**src/rtl/countdown_timer_if.sv**
```systemverilog
// Control and digit bundle for countdown_timer: host drives strobes and preset,
// timer returns the six BCD digits plus status.
interface countdown_timer_if;
   logic        en;
   logic        load;
   logic        start;
   logic [23:0] cin;
   logic [3:0]  hour_t;
   logic [3:0]  hour_o;
   logic [3:0]  min_t;
   logic [3:0]  min_o;
   logic [3:0]  sec_t;
   logic [3:0]  sec_o;
   logic        running;
   logic        done;
   logic        err;

   modport master (
      output en, load, start, cin,
      input  hour_t, hour_o, min_t, min_o, sec_t, sec_o, running, done, err
   );

   modport slave (
      input  en, load, start, cin,
      output hour_t, hour_o, min_t, min_o, sec_t, sec_o, running, done, err
   );
endinterface

```
**src/rtl/countdown_timer.sv**
```systemverilog
// BCD hh:mm:ss countdown timer. Loads a validated preset, decrements once per
// TICK_DIV enabled cycles while running, and pulses done on reaching 00:00:00.
module countdown_timer #(
   parameter int unsigned TICK_DIV = 50_000_000
) (
   input logic              clk,
   input logic              rst,
   countdown_timer_if.slave bus
);

   localparam int unsigned PresW = (TICK_DIV > 1) ? $clog2(TICK_DIV) : 1;

   localparam logic [1:0] StIdle = 2'd0;
   localparam logic [1:0] StRun  = 2'd1;
   localparam logic [1:0] StDone = 2'd2;

   logic [1:0]       state_q, state_d;
   logic [23:0]      digits_q, digits_d;
   logic [PresW-1:0] presc_q, presc_d;
   logic             err_q, err_d;
   logic             done_q, done_d;

   logic             load_ok;
   logic             tick;
   logic [23:0]      digits_dec;

   // Preset is legal only if every nibble fits its digit position.
   function automatic logic bcd_valid(input logic [23:0] v);
      return (v[23:20] <= 4'd9) && (v[19:16] <= 4'd9) && (v[15:12] <= 4'd5) &&
             (v[11:8] <= 4'd9) && (v[7:4] <= 4'd5) && (v[3:0] <= 4'd9);
   endfunction

   // One-second decrement with borrow; callers guarantee a nonzero input.
   function automatic logic [23:0] dec_time(input logic [23:0] t);
      logic [23:0] r;
      logic [3:0]  nib;
      logic [3:0]  lim;
      logic        borrow;
      r      = t;
      borrow = 1'b1;
      for (int i = 0; i < 6; i++) begin
         nib = t[4*i +: 4];
         lim = (i == 1 || i == 3) ? 4'd5 : 4'd9;
         if (borrow) begin
            if (nib == 4'd0) begin
               nib = lim;
            end else begin
               nib    = nib - 4'd1;
               borrow = 1'b0;
            end
         end
         r[4*i +: 4] = nib;
      end
      return r;
   endfunction

   assign load_ok    = bcd_valid(bus.cin);
   assign tick       = bus.en && (presc_q == PresW'(TICK_DIV - 1));
   assign digits_dec = dec_time(digits_q);

   // Next-state: load has priority over start and aborts a running count.
   always_comb begin
      state_d  = state_q;
      digits_d = digits_q;
      presc_d  = presc_q;
      err_d    = err_q;
      done_d   = 1'b0;
      case (state_q)
         StRun: begin
            if (bus.load) begin
               state_d = StIdle;
               if (load_ok) begin
                  digits_d = bus.cin;
                  err_d    = 1'b0;
               end else begin
                  err_d = 1'b1;
               end
            end else if (tick) begin
               presc_d  = '0;
               digits_d = digits_dec;
               if (digits_dec == 24'h0) begin
                  state_d = StDone;
                  done_d  = 1'b1;
               end
            end else if (bus.en) begin
               presc_d = presc_q + PresW'(1);
            end
         end
         default: begin
            // Idle and done share load handling; only idle honours start.
            if (bus.load) begin
               if (load_ok) begin
                  digits_d = bus.cin;
                  err_d    = 1'b0;
                  state_d  = StIdle;
               end else begin
                  err_d = 1'b1;
               end
            end else if (bus.start && state_q == StIdle && digits_q != 24'h0) begin
               state_d = StRun;
               presc_d = '0;
            end
         end
      endcase
   end

   // State registers with asynchronous reset.
   always_ff @(posedge clk or posedge rst) begin
      if (rst) begin
         state_q  <= StIdle;
         digits_q <= '0;
         presc_q  <= '0;
         err_q    <= 1'b0;
         done_q   <= 1'b0;
      end else begin
         state_q  <= state_d;
         digits_q <= digits_d;
         presc_q  <= presc_d;
         err_q    <= err_d;
         done_q   <= done_d;
      end
   end

   assign bus.hour_t  = digits_q[23:20];
   assign bus.hour_o  = digits_q[19:16];
   assign bus.min_t   = digits_q[15:12];
   assign bus.min_o   = digits_q[11:8];
   assign bus.sec_t   = digits_q[7:4];
   assign bus.sec_o   = digits_q[3:0];
   assign bus.running = (state_q == StRun);
   assign bus.done    = done_q;
   assign bus.err     = err_q;

endmodule

```
**src/flat_wrapper.sv**
```systemverilog
// flat-port wrapper written by rule: the top's interface ports become plain ports
module countdown_timer_flat 
#(
   parameter int unsigned TICK_DIV = 50_000_000
)
  (clk, rst, bus_en, bus_load, bus_start, bus_cin, bus_hour_t, bus_hour_o, bus_min_t, bus_min_o, bus_sec_t, bus_sec_o, bus_running, bus_done, bus_err);
  countdown_timer_if bus_i ();
  input logic clk;
  input logic rst;
  input wire logic [$bits(bus_i.en)-1:0] bus_en;
  input wire logic [$bits(bus_i.load)-1:0] bus_load;
  input wire logic [$bits(bus_i.start)-1:0] bus_start;
  input wire logic [$bits(bus_i.cin)-1:0] bus_cin;
  output wire logic [$bits(bus_i.hour_t)-1:0] bus_hour_t;
  output wire logic [$bits(bus_i.hour_o)-1:0] bus_hour_o;
  output wire logic [$bits(bus_i.min_t)-1:0] bus_min_t;
  output wire logic [$bits(bus_i.min_o)-1:0] bus_min_o;
  output wire logic [$bits(bus_i.sec_t)-1:0] bus_sec_t;
  output wire logic [$bits(bus_i.sec_o)-1:0] bus_sec_o;
  output wire logic [$bits(bus_i.running)-1:0] bus_running;
  output wire logic [$bits(bus_i.done)-1:0] bus_done;
  output wire logic [$bits(bus_i.err)-1:0] bus_err;
  assign bus_i.en = bus_en;
  assign bus_i.load = bus_load;
  assign bus_i.start = bus_start;
  assign bus_i.cin = bus_cin;
  assign bus_hour_t = bus_i.hour_t;
  assign bus_hour_o = bus_i.hour_o;
  assign bus_min_t = bus_i.min_t;
  assign bus_min_o = bus_i.min_o;
  assign bus_sec_t = bus_i.sec_t;
  assign bus_sec_o = bus_i.sec_o;
  assign bus_running = bus_i.running;
  assign bus_done = bus_i.done;
  assign bus_err = bus_i.err;
  countdown_timer #(.TICK_DIV(TICK_DIV)) u_core (.clk(clk), .rst(rst), .bus(bus_i));
endmodule
```
**config.mk**
```make
export PLATFORM = sky130hd
export DESIGN_NAME = countdown_timer_flat
export DESIGN_NICKNAME = d
export VERILOG_FILES = /design/src/rtl/countdown_timer_if.sv /design/src/rtl/countdown_timer.sv /design/src/flat_wrapper.sv
export SDC_FILE = /design/constraint.sdc
export NUM_CORES = 1
export LEC_CHECK = 0
export ABC_AREA = 0
export CAP_MARGIN = 20
export CORE_ASPECT_RATIO = 0.9
export CORE_MARGIN = 3
export CORE_UTILIZATION = 45
export DETAILED_ROUTE_END_ITERATION = 8
export HOLD_SLACK_MARGIN = 0.06
export PLACE_DENSITY = 0.69
export SETUP_SLACK_MARGIN = 0.02
export SLEW_MARGIN = 30
export SYNTH_ARGS = -nofsm -noshare
export SYNTH_HDL_FRONTEND = slang
export SYNTH_SLANG_ARGS = --single-unit
```
**constraint.sdc**
```tcl
create_clock -name clk -period 2.9 [get_ports clk]
set_clock_uncertainty 0.1 [all_clocks]
set_input_delay 0.58 -clock clk [delete_from_list [all_inputs] [get_ports clk]]
set_output_delay 0.58 -clock clk [all_outputs]
set_load 0.1 [all_outputs]
```
# Word-level counts from Yosys, hierarchy flattened
# Index checks and enable logic that the tools add are counted.
# op_classes
div_mod_pow,0
order_cmp,6
n_eq_ne,6
multipliers,0
n_bitwise,1
reduce_logical,24
shift,0
n_addsub,7
muxes,43
# ops
cell,count
$mux 26,6
$mux 24,5
$mux 4,11
$add 26x1->26 const B,1
$eq 26x26->1 const B,1
$logic_not 24->1,1
$logic_not 4->1,6
$reduce_bool 24->1,1
$sub 4x1->4 const B,6
$le 4x4->1 const B,4
$mux 1,14
$mux 2,7
$ne 3x2->1 const B,3
$le 4x3->1 const B,2
$logic_and 1x1->1,8
$reduce_bool 2->1,3
$reduce_and 4->1,1
$ne 3x1->1 const B,1
$reduce_and 3->1,1
$reduce_bool 3->1,1
$eq 2x1->1 const B,1
$logic_not 2->1,1
$reduce_and 2->1,1
$not 1->1,1
# word_totals
register_bits,54
output_inout_bits,27
word_cells,92
latchBits,0
in_bits,29
ramBits,0
mem_count,0
mem_bits_ro,0

# Longest topological paths before layout
# Gate-level depths: netlist of run 1.
# logic_depth
depth_word,12
depth_mapped,10
ltp_nobuf,7

# Least setup slack after synthesis of run 1
# OpenSTA, ideal clock, no wires.
# synth_timing
kind,register to register
startpoint,register u_core.digits_q[0]
endpoint,register u_core.digits_q[17]
setup_time_ns,0.100
path_stages_with_launch,10
synth_period_minus_slack_ns,3.221
setup_slack_ns,-0.321
arrival_ns,3.021
required_ns,2.700
n_path_buf,3
cell_sequence,dfrtp_1 buf_2 or4_1 buf_2 or4_1 buf_2 or2_0 o21ai_0 a21oi_1 a311oi_1
# synth_between
elab_chain_cells,9
# synth_lines
item,line,source
start: declaration,countdown_timer.sv:18,"logic [23:0] digits_q, digits_d;"
start signal: assignment,countdown_timer.sv:117,digits_q <= digits_d;
$logic_not 4->1,countdown_timer.sv:45,if (nib == 4'd0) begin
$mux 1,countdown_timer.sv:45,
$mux 1 (3 in a row),countdown_timer.sv:44,if (borrow) begin
$mux 4,countdown_timer.sv:44,
$mux 24,countdown_timer.sv:78,end else if (tick) begin
$mux 24,countdown_timer.sv:70,if (bus.load) begin
$mux 24,countdown_timer.sv:68,case (state_q)
# No other way between the ends. The select of a mux whose other input is x is not followed.
# A chain may end at the register's enable or synchronous reset.

# Final worst setup path of run 1
# layout_timing
startpoint,register u_core.digits_q[1]
endpoint,register u_core.digits_q[18]
# The elaborated chain is that of the path after synthesis.

==> results.cfg, run 1 <==
[clock_network]
cts_made_buffers = 5
clock-root-buffer = clkbuf_8
clkLatencyLatePin_ns = 0.31
clk_pin_slew_worst_paths_ns = 0.10
htreeDepth = 2
cts_sinks = 54
cts_tree = done
clk_path_buf_depth = 2

[yosys]
ys_seq_area_share_pct = 39.76
synthCells = 407
yosysUniqueCellTypes = 60
syn_area_sq_um = 3398
synth_nets = 437
avgSynthCellArea_sq_um = 8.350
synthFlopType = dfrtp_1
synth_edf_count = 0
yosysWarnings = 0
synth_seq_cells = 54
synth_async_sr_flop_share_pct = 100.0

[routing]
firstDrtPassIters = 5
wl_per_cell_um = 18.38
drc = 0
viasPerCell = 6.285
vias = 3570
drt_iter0_drc = 317
ant_nets = 0
wl_um = 10440

[min_path]
whs_path_depth = 1
hp-start = u_core.presc_q[22]
holdCritPathClass = register to register
hold_path_end = u_core.presc_q[22]

[layout]
fill_cells = 637
nNetsFinal = 504
drive_gt1_share_pct = 19.58
final_util_pct = 59.87
syn_to_final_growth_pct = 26.58
fin_area_sq_um = 4302
antennaDiodeCount = 0
finalNonFillerCells = 568

[floorplan]
core_area_sq_um = 7184
initial_core_util_pct = 47.30
ioPinCount = 56
rows = 29
die_area_sq_um = 8632
die_y_um = 88.44
fp.dieW_um = 97.60

[global_routing]
grt_pass1_wl_um = 16760
grt_pass1_vias = 3245
grt_max_degree = 32
overflow = 0
grt_usage_pct = 24.03
grt_antenna_before_repair = 0

[setup_path]
crit_path_frequent_cell = or4_4
r2r_cells = 6
critPathMaxFanout = 11
critPathArrivalTime_ns = 2.86
cp-end-kind = register
r2r_end = u_core.digits_q[18]
critPathMaxStageDelay_ns = 0.61
critPathKind = register to register
crit_chain = or4_4, or4_4, or3_4, o21ai_1, a21oi_1, a311oi_1
cp-start-kind = register
required_ns = 3.00
reg2reg_slack_ns = 0.14
cp_slowest_cell = or4_4
timing.rr.start = u_core.digits_q[1]

[power_and_ir_drop]
netSwitchingFraction_pct = 48.57
power_frac_clock_pct = 19.1
p_switching_uw = 1605
seq_power_share_pct = 31.9
leakage_uw = 0.001744
p_int_uw = 1700
power_density_nw_per_um2 = 768.5
ir_drop_mv = 0.5557
combPwrFrac_pct = 49.0

[sta]
finalHoldViolCount = 0
setup_tns_ns = 0
relSlewSlack_pct = 57.87
final_max_slew_viol_count = 0
setup_viol = 0
fin_crit_ns = 2.761
fmax_mhz = 362.2
rsz0062_at_grt = no
period_share_pct = 95.22
finalWorstSetupSlack_ns = 0.1387
worst_pin_slew_ns = 0.6262

[flow_run]
drv_cap = 0

[placement]
place_congestion = 0.9295
dpl_worst_slack_ns = 0.04036
dp_cells = 560
dpl_cell_area_sq_um = 4145
port_buffers = 55
dp_hpwl_um = 7570

[status]
status = completed
==> stage by stage <==
stage	hold WS [ns]	power [uW]
after global routing	0.4218	3472
after global placement	0.3633	2636
final	0.3861	3306
after detailed placement	0.3680	2658
after CTS	0.3825	3288
after floorplan	0.3370	2237
==> kinds of logic after synthesis <==
group	synth area share, %
and+or+nand+nor	27.65
DFF	39.76
buffers and inverters	4.713
AOI/OAI and AO/OA	25.18
muxes	1.804
xor gates and xnor gates	0.5156
adders and majority gates	0.3681
==> cell type report <==
| class | instances | area [sq um] | area share, % |
|---|---|---|---|
| tap | 93 | 116.4 | 2.705 |
| inverter | 8 | 30.03 | 0.6981 |
| timing repair buffer | 86 | 744.5 | 17.31 |
| clock buffer | 6 | 82.58 | 1.920 |
| clock inverter | 2 | 60.06 | 1.396 |
| multi-input combinational | 319 | 1909 | 44.39 |
| sequential | 54 | 1359 | 31.59 |
==> power groups by stage <==
stage / sequential [uW] / clock (uW) / combinational [uW]
CTS: 1050 / 638 / 1600
global route: 1080 / 676 / 1720
finish: 1050 / 632 / 1620
global placement: 1060 / 0 / 1580
detailed placement: 1060 / 0 / 1600
floorplan: 1660 / 0 / 579
==> worst max-delay path, delay by kind of cell, from the launching register on <==
family | cells | cell delay, ns
compound gates | 3 | 0.50
flops | 1 | 0.48
simple gates | 3 | 1.55
==> how the worst max path moves through the flow <==
| stage | startpoint | endpoint | slack, ns | cells after the start |
|---|---|---|---|---|
| CTS | u_core.presc_q[9] | u_core.digits_q[18] | 0.08 | 7 |
| global placement | bus_load | u_core.presc_q[9] | 0.09 | 7 |
| floorplan | u_core.state_q[1] | u_core.digits_q[17] | 0.005 | 9 |
| detailed placement | bus_load | u_core.presc_q[9] | 0.04 | 6 |
| finish | u_core.digits_q[1] | u_core.digits_q[18] | 0.14 | 6 |
| global route | u_core.digits_q[10] | u_core.presc_q[12] | 0.03 | 9 |
==> synth_stat cells, drive strengths merged (4+ instances only) <==
library cell,count,share of area (%)
or4,10,2.2
o31ai,17,4.2
buf,15,2.6
nor2,51,5.8
nand2b,6,1.1
nor4,9,2.3
and3,5,0.92
a31oi,7,1.3
dfrtp,54,40
nand2,26,2.9
o41ai,4,1.0
nand3,19,2.8
or2,8,1.5
mux2i,5,1.5
o21a,4,0.88
inv,8,0.88
nor3,11,1.8
o22ai,7,1.3
clkbuf,11,1.2
a21oi,23,3.4
a311oi,5,1.3
nand4,11,2.0
o21ai,48,7.1
a211oi,4,1.0
==> placed cells by master (no fill, tap or decap), types with 3 or more instances in the layout <==
cell type         n
o21ai_0          45
nand2_1          26
nor4_1            7
o21a_1            4
nor2b_1           3
o41ai_1           4
and3_1            5
dfrtp_1          48
clkdlybuf4s50_1  28
nand3_1          19
nand2b_1          6
clkbuf_8          6
mux2i_1           5
or2_2             5
inv_1             7
a22oi_1           3
o22ai_1           7
a21oi_1          23
nor2_1           49
o211ai_1          3
dfrtp_2           6
nor3_1           10
a311oi_1          5
nand4_1          11
buf_4            55
o31ai_1          16
or4_1             8
a211oi_1          3
a31oi_1           7
==> flip-flops by register name, indices dropped and copies added (netlist names) <==
register	count
u_core.bus.err	1
u_core.bus.done	1
u_core.digits_q	24
u_core.state_q	2
u_core.presc_q	26
==> repair_timing <==
action	4_1_cts	5_1_grt
endpoints found under the hold margin	0	0
setup buffers	0	0
hold buffers	0	0
resized for setup	0	4
endpoints found under the setup margin	0	21
==> routing by layer <==
metal	vias to the layer above	GRT usage, %	part of all wire (%)	wire length (um)
li1	1666	-	-	-
met1	1733	36.48	47	4902
met2	157	35.59	44	4588
met3	14	4.177	7.8	810
met4	0	6.164	1.3	140
met5	-	0	0	0
Power figures use the tool's default switching activity.
==> inputs of run 2 (changes only) <==
--- a/config.mk
+++ b/config.mk
@@ -14,7 +14,7 @@
 export HOLD_SLACK_MARGIN = 0.06
 export PLACE_DENSITY = 0.69
 export SETUP_SLACK_MARGIN = 0.02
-export SLEW_MARGIN = 30
+export SLEW_MARGIN = 20
 export SYNTH_ARGS = -nofsm -noshare
 export SYNTH_HDL_FRONTEND = slang
 export SYNTH_SLANG_ARGS = --single-unit
==> constraint.sdc (replaced) <==
create_clock -name clk -period 3 [get_ports clk]
set_clock_uncertainty 0.1 [all_clocks]
set_input_delay 0.6 -clock clk [delete_from_list [all_inputs] [get_ports clk]]
set_output_delay 0.6 -clock clk [all_outputs]
set_load 0.1 [all_outputs]
==> results.cfg, run 2 (synthesized netlist as in run 1, its figures left out) <==
[layout]
multi_input_area_sq_um = 1896
drive_gt1_share_pct = 18.66
reg.largest.list = u_core.presc_q: 26 flops, u_core.digits_q: 24 flops, u_core.state_q: 2 flops
top_register = u_core.presc_q
regArea_sq_um = 1356
nNetsFinal = 506
largest_reg_flops = 26
fill_cells = 655
final_cell_mix = 59 x buf_4, 50 x dfrtp_1, 49 x nor2_1, 46 x o21ai_0, 28 x clkdlybuf4s50_1
antennaDiodeCount = 0
final_common_cell = buf_4
syn_to_final_growth_pct = 25.11

[routing]
wl_um = 10130
drc = 0
viasPerCell = 6.153
firstDrtPassIters = 5
vias = 3507
drt_iter0_drc = 448
wl_per_cell_um = 17.78
ant_nets = 0

[sta]
period_share_pct = 92.24
worst_pin_slew_ns = 0.6742
fmax_mhz = 361.4
setup_tns_ns = 0
fin_crit_ns = 2.767
final_max_slew_viol_count = 0
finalHoldViolCount = 0
rsz0062_at_grt = no
relSlewSlack_pct = 54.64
setup_viol = 0

[clock_network]
cts_sinks = 54
cts_tree = done
clock-root-buffer = clkbuf_8
post-cts-setup-buffers = 0
clkLatencyLatePin_ns = 0.31
clk_path_buf_depth = 2
cts_hold_buf = 0
cts_made_buffers = 5
htreeDepth = 2
clk_pin_slew_worst_paths_ns = 0.10
post_cts_resized = 0

[floorplan]
die_area_sq_um = 8632
initial_core_util_pct = 47.30
fp.dieW_um = 97.60
die_y_um = 88.44
core_area_sq_um = 7184
ioPinCount = 56
rows = 29

[global_routing]
grt_usage_pct = 23.88
top_usage_layer = met1
grtUsageMet2_pct = 35.91
grt_pass1_wl_um = 16560
use_met3_pct = 3.152
grt_antenna_before_repair = 0
grt_pass1_vias = 3191
overflow = 0
grt_max_degree = 33
use_met1_pct = 36.53

[setup_path]
timing.rr.start = u_core.digits_q[10]
critPathMaxFanout = 9
cp_slowest_cell = or4_1
r2r_cells = 7
critPathArrivalTime_ns = 2.86
critPathMaxStageDelay_ns = 0.60
crit_buf_inv = 1
cp-start-kind = register
cp-end-kind = register
critical-path-top-delay-family = simple AND/OR/NAND/NOR gates
critPathKind = register to register
crit_chain = or4_1, nor4_2, nand4_1, a21boi_1, or2_2, buf_4, o21ai_0
reg2reg_slack_ns = 0.23
crit_path_start = u_core.digits_q[10]
path_depth = 7
required_ns = 3.09

[power_and_ir_drop]
fin_total_pwr_uw = 3068
combPwrFrac_pct = 50.7
seq_power_share_pct = 33.2
leakage_uw = 0.001724
ir_drop_mv = 0.4226
power_density_nw_per_um2 = 721.7
netSwitchingFraction_pct = 50.17
power_frac_clock_pct = 16.1
p_switching_uw = 1540
p_int_uw = 1529

[placement]
port_buffers = 55
dp_hpwl_um = 7615
place_congestion = 0.9163

[min_path]
hp-start = u_core.presc_q[22]
holdCritPathClass = register to register
whs_path_depth = 1

[status]
status = completed

[flow_run]
drv_cap = 0
[run 2: final cells by class]
cell class	instances	share of cell area [%]
multi-input combinational	319	44.59
inverter	8	0.7063
clock buffer	6	1.707
clock inverter	2	0.8829
sequential	54	31.90
timing repair buffer	88	17.48
tap	93	2.737
[run 2: through the flow]
step | cell area (sq um) | hold WS (ns) | utilization, % | std cells | setup slack, ns
floorplan | 3411 | 0.3370 | - | 407 | 0.03842
global placement | 4133 | 0.3614 | 57.52 | 562 | 0.1286
detailed placement | 4133 | 0.3679 | 57.52 | 562 | 0.07480
CTS | 4243 | 0.3832 | 59.06 | 570 | 0.06140
global route | 4252 | 0.4132 | 59.18 | 570 | 0.08855
finish | 4252 | 0.3806 | 59.18 | 570 | 0.2329
[run 2: worst paths after layout]
check / endpoint
worst max-delay path: u_core.presc_q[2]
worst min-delay path: u_core.presc_q[22]
worst max register to register: u_core.presc_q[2]
worst min register to register: u_core.presc_q[22]
max in group asynchronous: u_core.digits_q[10]
min in group asynchronous: u_core.presc_q[7]
[run 2: power groups by stage]
stage	clock network [uW]	logic, uW	registers, uW
after floorplan	0	543	1600
after global placement	0	1520	1020
after detailed placement	0	1550	1030
after CTS	503	1550	1010
after global routing	534	1660	1040
final	493	1560	1020
[run 2: layer usage]
metal	routed length (um)	vias up
met3	761	13
li1	-	1668
met2	4431	147
met1	4780	1679
met5	0	-
met4	161	0
==> inputs of run 3 (changes only) <==
--- a/config.mk
+++ b/config.mk
@@ -10,6 +10,7 @@
 export CORE_ASPECT_RATIO = 0.9
 export CORE_MARGIN = 3
 export CORE_UTILIZATION = 45
+export CTS_CLUSTER_DIAMETER = 150
 export DETAILED_ROUTE_END_ITERATION = 8
 export HOLD_SLACK_MARGIN = 0.06
 export PLACE_DENSITY = 0.69
==> results of run 3 <==
No change in the layout: final DEF, timing and power equal those of run 2.
==> variant 1: new RTL, config.mk and constraints of run 1 <==
`TICK_DIV` is set to 50_000_000 in 2 places; all go to 25_000_000.
--- a/src/rtl/countdown_timer.sv
+++ b/src/rtl/countdown_timer.sv
@@ -2,5 +2,5 @@
 // TICK_DIV enabled cycles while running, and pulses done on reaching 00:00:00.
 module countdown_timer #(
-   parameter int unsigned TICK_DIV = 50_000_000
+   parameter int unsigned TICK_DIV = 25_000_000
 ) (
    input logic              clk,
--- a/src/flat_wrapper.sv
+++ b/src/flat_wrapper.sv
@@ -2,5 +2,5 @@
 module countdown_timer_flat 
 #(
-   parameter int unsigned TICK_DIV = 50_000_000
+   parameter int unsigned TICK_DIV = 25_000_000
 )
   (clk, rst, bus_en, bus_load, bus_start, bus_cin, bus_hour_t, bus_hour_o, bus_min_t, bus_min_o, bus_sec_t, bus_sec_o, bus_running, bus_done, bus_err);
Check against the original RTL: no difference found for any inputs over 10 cycles, from zero or initial values and one cycle with rst high; that may be too few to reach the edited logic, so the function may still have changed.
==> variant 1 against run 1 <==
Sequential cell count shrank 1. Synthesized area down 0.48%. Routed wire length grew 0.94%. Sequential share of layout area fell by 0.48 points. Final area shrank 0.90%. Clock power down 16%. Count of clock-buffer cells in the layout up 1. Total power fell by 1.1%. First-iteration DRC count is 5.7% lower. Setup slack lost 0.014 ns. Critical path type is now in2reg. Largest power group unchanged.
==> variant 1: results (changes against run 1) <==
| Metric | Value |
|---|---|
| Static Leak | 0.001695 µW (-2.8%) |
| R2r setup slk | 0.23 ns (+0.09 ns) |
| Number of global-route vias before repair | 3285 (+1.2%) |
| Share of layout cells above drive strength 1 | 18.74% (-0.84 points) |
| Diode count | 0 (unchanged) |
| Gpl congestion | 0.8700 (-6.4%) |
| Clk pin slew, worst setup/hold paths | 0.10 ns (about the same) |
| Ys async rst share | 100.0% (unchanged) |
| DR WL/cell | 19.09 µm (+3.9%) |
| DR vias/cell | 6.451 (+2.6%) |
| Status | finished clean |
| Distinct cell type count after synthesis | 69 (+15%) |
| Largest registers | u_core.presc_q (25), u_core.digits_q (24), u_core.state_q (2) |
| Inst Count DP | 544 (-2.9%) |
| Clock Latency Late Sink | 0.31 ns (about the same) |
| H-tree depth | 2 (unchanged) |
| Total GRT Usage | 24.51% (+0.48 points) |
| Port bufs | 55 (unchanged) |
| Main area contributors after synthesis | dfrtp_1, nand3_1, nor2_1 |
| First-pass GRT wire length | 17.20 mm (+2.6%) |
| R2r startpoint | u_core.digits_q[2]$_DFFE_PP0P_ |
| Relative slew margins | 34.57% (-23 points) |
| Initial antenna violation count | 0 (unchanged) |
| Final net count | 488 (-3.2%) |
| Cell taking the most area after synthesis | dfrtp_1 |
| Total Wirelength | 10.54 mm (+0.94%) |
| Crit Reg-Reg Endpoint | u_core.state_q[0]$_DFFE_PP0P_ |
| Register area share after synthesis | 39.22% (-0.55 points) |
| Hold path depth | 2 (+1) |
| Max rail drop VDD | 0.4658 mV (-16%) |
| Root buf cell | clkbuf_8 |
| Yosys warns | 0 (unchanged) |
| CP Capture Point | u_core.digits_q[12]$_DFFE_PP0P_ |
| Post-synth top cells | dfrtp_1, nor2_1, nand3_1, nand2_1, o21ai_0 |
| Max Cap Violations | 0 (unchanged) |
| Worst Setup SP | bus_en |
| Detail Placement HPWL | 7.721 mm (+2.0%) |
| Drt initial violations | 299 (-5.7%) |
| Worst Path Arrival | 2.93 ns (+0.07 ns) |
| Mapped Nets | 413 (-5.5%) |
| Hold Path Origin | u_core.bus.err$_DFFE_PP0P_ |
| Post-CTS Setup Bufs | 0 (unchanged) |
| Post-Synthesis Cells | 383 (-5.9%) |
| Worst-path fanout max | 8 (-3) |
| Worst hold endpoint | u_core.bus.err$_DFFE_PP0P_ |
| TritonRoute pass-1 iters | 5 (unchanged) |
| CTS buffer count | 5 (unchanged) |
| Worst hold path type | reg2reg |
| # fillers | 645 (+1.3%) |
| Sw frac | 51.02% (+2.5 points) |
| Largest net degree at the start of global routing | 54 (+69%) |
| Max clock buf depth | 2 (unchanged) |
| Worst r2r path cells | 6 (unchanged) |
==> variant 1: critical path: stages <==
cell             delay (ns)
clkdlybuf4s50_1        0.49
or3b_2                 0.47
or4_4                  0.47
nor3_4                 0.26
buf_4                  0.21
mux2i_1                0.23
o221a_2                0.21
==> variant 1: metrics by stage <==
stage          power [µW]  hold slack [ns]  area, µm²  setup slack, ns
6_report             3269           0.4228       4263           0.1249
5_1_grt              3420           0.4436       4263          0.05348
4_1_cts              3264           0.4205       4255           0.1316
3_5_place_dp         2732           0.3829       4139          -0.1930
3_3_place_gp         2720           0.3884       4139          -0.1649
2_1_floorplan        2263           0.3590       3382          0.06108
==> variant 1: cells by family after synthesis <==
group,after synthesis,share of synthesized area [%]
buffers and inverters,32,3.884
adders and majority gates,1,0.3699
DFF,53,39.22
AOI/OAI and AO/OA,123,27.93
and+or+nand+nor,168,26.71
muxes,6,1.887
==> variant 1: power by group through the flow <==
stage	logic [µW]	clock network, µW	registers [µW]
final	1630	532	1100
after detailed placement	1620	0	1110
after global placement	1610	0	1110
after global routing	1720	571	1130
after CTS	1630	540	1100
after floorplan	512	0	1750
==> variant 1: final cells by class <==
| class | instances | share of cell area, % |
|---|---|---|
| Inverter | 13 | 1.145 |
| Timing Repair Buffer | 87 | 16.97 |
| Tap cell | 93 | 2.730 |
| Clock inverter | 1 | 0.7044 |
| Clock buffer | 7 | 2.025 |
| Sequential cell | 53 | 31.11 |
| Multi-Input combinational cell | 298 | 45.32 |
==> variant 1: layer usage <==
metal	part of all wire [%]	track usage [%]
met1	47	37.71
met2	45	36.53
met3	6.8	3.467
met4	1.1	5.912
met5	0	0
==> variant 1: repair_timing <==
action                     4_1_cts  5_1_grt
setup endpoints to repair        0        5
resized for setup                0        1
hold buffers                     0        0
==> variant 2: new RTL, flow settings as in run 1 <==
Without the edit above. Make the reset (`rst`) synchronous in one clocked block. Comments in the files are not updated.
--- a/src/rtl/countdown_timer.sv
+++ b/src/rtl/countdown_timer.sv
@@ -106,5 +106,5 @@
 
    // State registers with asynchronous reset.
-   always_ff @(posedge clk or posedge rst) begin
+   always_ff @(posedge clk) begin
       if (rst) begin
          state_q  <= StIdle;
Formal check against the unedited RTL: differs if rst is asserted again (counterexample within 4 cycles, from zero or initial values and one cycle with rst high); with rst held inactive, the same outputs for 10 cycles.
==> variant 2 against run 1 <==
Setup slack gained 0.19 ns. Largest cell class unchanged. Count of clock-buffer cells in the layout unchanged. Routed wire length down 2.3%. Synthesized area decreased by 1.1%. Non-clock buffer count is 11 lower. Core utilization down 2.0 points. Register-to-register slack improved by 0.34 ns. Final area fell by 3.8%. Critical path depth did not move. Sequential share of layout area is 5.5 points lower. Sequential cell count is the same.
Power is not compared: it rests on default switching activity, and its combinational part moved more than twofold at a synthesized area within 25%.
==> variant 2: results (changes against run 1) <==
| Metric | Value |
|---|---|
| Max stage delay on crit path | 0.55 ns (-0.06 ns) |
| # fillers | 689 (+8.2%) |
| H-tree depth | 2 (unchanged) |
| Largest net degree at the start of global routing | 23 (-28%) |
| Vias | 3578 (+0.22%) |
| Relative slew margins | 57.21% (-0.66 points) |
| Pint | 1125 µW |
| Diode count | 0 (unchanged) |
| Total GRT Usage | 23.98% (-0.052 points) |
| Main flop type after synthesis | dfxtp_1 |
| Number of global-route vias before repair | 3187 (-1.8%) |
| Root buf cell | clkbuf_8 |
| Number of gates resized after cts | 0 (unchanged) |
| Max rail drop VDD | between 0.3 and 0.4 mV |
| Final net count | 497 (-1.4%) |
| Status | finished clean |
| Worst path top cell family by delay | simple AND/OR/NAND/NOR gates |
| Worst-path fanout max | 20 (+9) |
| Gpl congestion | 0.9133 (-1.7%) |
| Ys async rst share | 0% (-100 points) |
| Clock Latency Late Sink | 0.31 ns (about the same) |
| Distinct cell type count after synthesis | 68 (+13%) |
| Mapped Nets | 435 (-0.46%) |
| Post-synth top cells | dfxtp_1, a21oi_1, o21ai_0, nand2_1, nor2_1 |
| Max clock buf depth | 2 (unchanged) |
| Post-CTS Setup Bufs | 0 (unchanged) |
| First-pass GRT wire length | 16.73 mm (-0.21%) |
| Port bufs | 55 (unchanged) |
| Largest registers | u_core.presc_q (26), u_core.digits_q (24), u_core.state_q (2) |
| Worst Path Arrival | 2.72 ns (-0.14 ns) |
| TritonRoute pass-1 iters | 5 (unchanged) |
| Static Leak | 0.001506 µW |
| CTS buffer count | 5 (unchanged) |
| Area after DPL | 4029 µm² (-2.8%) |
| Share of layout cells above drive strength 1 | 17.52% (-2.1 points) |
| Drt initial violations | 374 (+18%) |
| Clk pin slew, worst setup/hold paths | 0.10 ns (about the same) |
| Worst hold path type | reg2reg |
| Yosys warns | 0 (unchanged) |
| Detail Placement HPWL | 7.529 mm (-0.53%) |
| Register area share after synthesis | 32.15% (-7.6 points) |
| Critical-path top delay cell | or4_1 |
| Total Wirelength | 10.20 mm (-2.3%) |
| Initial antenna violation count | 0 (unchanged) |
| Main area contributors after synthesis | dfxtp_1, o31ai_1, a21oi_1 |
==> variant 2: cells by family (layout without fill, tap and decap cells) <==
family	after synthesis	in the layout	share of synthesized area, %
AND/OR/NAND/NOR	165	165	30.52
AO/OA/AOI/OAI	140	140	28.55
flip-flops	54	54	32.15
buffers and inverters	33	96	5.024
XOR/XNOR	8	8	2.084
multiplexers	4	4	1.303
adder cells (fa/ha/maj)	1	1	0.3721
==> variant 2: metrics by stage <==
stage | worst slack [ns] | hold WS [ns] | power [µW] | std cells | utilization (%)
floorplan | 0.2288 | 0.3290 | 979.0 | 405 | -
global placement | 0.1052 | 0.3536 | 1093 | 553 | 56.36
detailed placement | 0.01529 | 0.3572 | 1094 | 553 | 56.36
CTS | 0.3387 | 0.3757 | 1605 | 561 | 57.90
global route | 0.1245 | 0.4005 | 1664 | 561 | 57.90
finish | 0.3241 | 0.3804 | 1602 | 561 | 57.90
==> variant 2: cell type report <==
class                           instances  area [µm²]  area share (%)
Inverter                               13       48.80           1.179
Tap cell                               93       116.4           2.811
Timing Repair Buffer                   75       670.6           16.20
Clock buffer                            6       72.57           1.753
Sequential cell                        54        1081           26.12
Clock inverter                          2       37.54          0.9069
Multi-Input combinational cell        318        2112           51.03
==> variant 2: path summary, 6_finish.rpt <==
kind	depth (start not counted)	to	slack, ns	from
worst max-delay path	6	u_core.presc_q[21]$_SDFFE_PP0P_	0.32	bus_load
worst max register to register	6	u_core.digits_q[2]$_SDFFE_PP0P_	0.48	u_core.presc_q[0]$_SDFFE_PP0P_
worst min-delay path	2	u_core.presc_q[11]$_SDFFE_PP0P_	0.38	u_core.presc_q[11]$_SDFFE_PP0P_
worst min register to register	2	u_core.presc_q[11]$_SDFFE_PP0P_	0.38	u_core.presc_q[11]$_SDFFE_PP0P_
==> variant 2: power by group through the flow <==
stage	sequential (µW)	combinational (µW)	clock [µW]
3_5_place_dp	780	314	0
6_report	764	319	519
3_3_place_gp	780	313	0
5_1_grt	765	340	558
4_1_cts	763	315	527
2_1_floorplan	823	156	0
==> variant 2: per-layer routing <==
layer | GRT usage, % | wire, µm | vias up
met5 | 0 | 0 | -
met4 | 4.974 | 95 | 0
met3 | 5.573 | 829 | 11
met2 | 35.09 | 4350 | 157
met1 | 35.86 | 4926 | 1692
li1 | - | - | 1718
==> variant 2: tightest hold or removal path, delay by kind of cell (launching register included) <==
family | cells | cell delay [ns]
compound gates | 1 | 0.05
buf+inv | 1 | 0.06
flops | 1 | 0.34
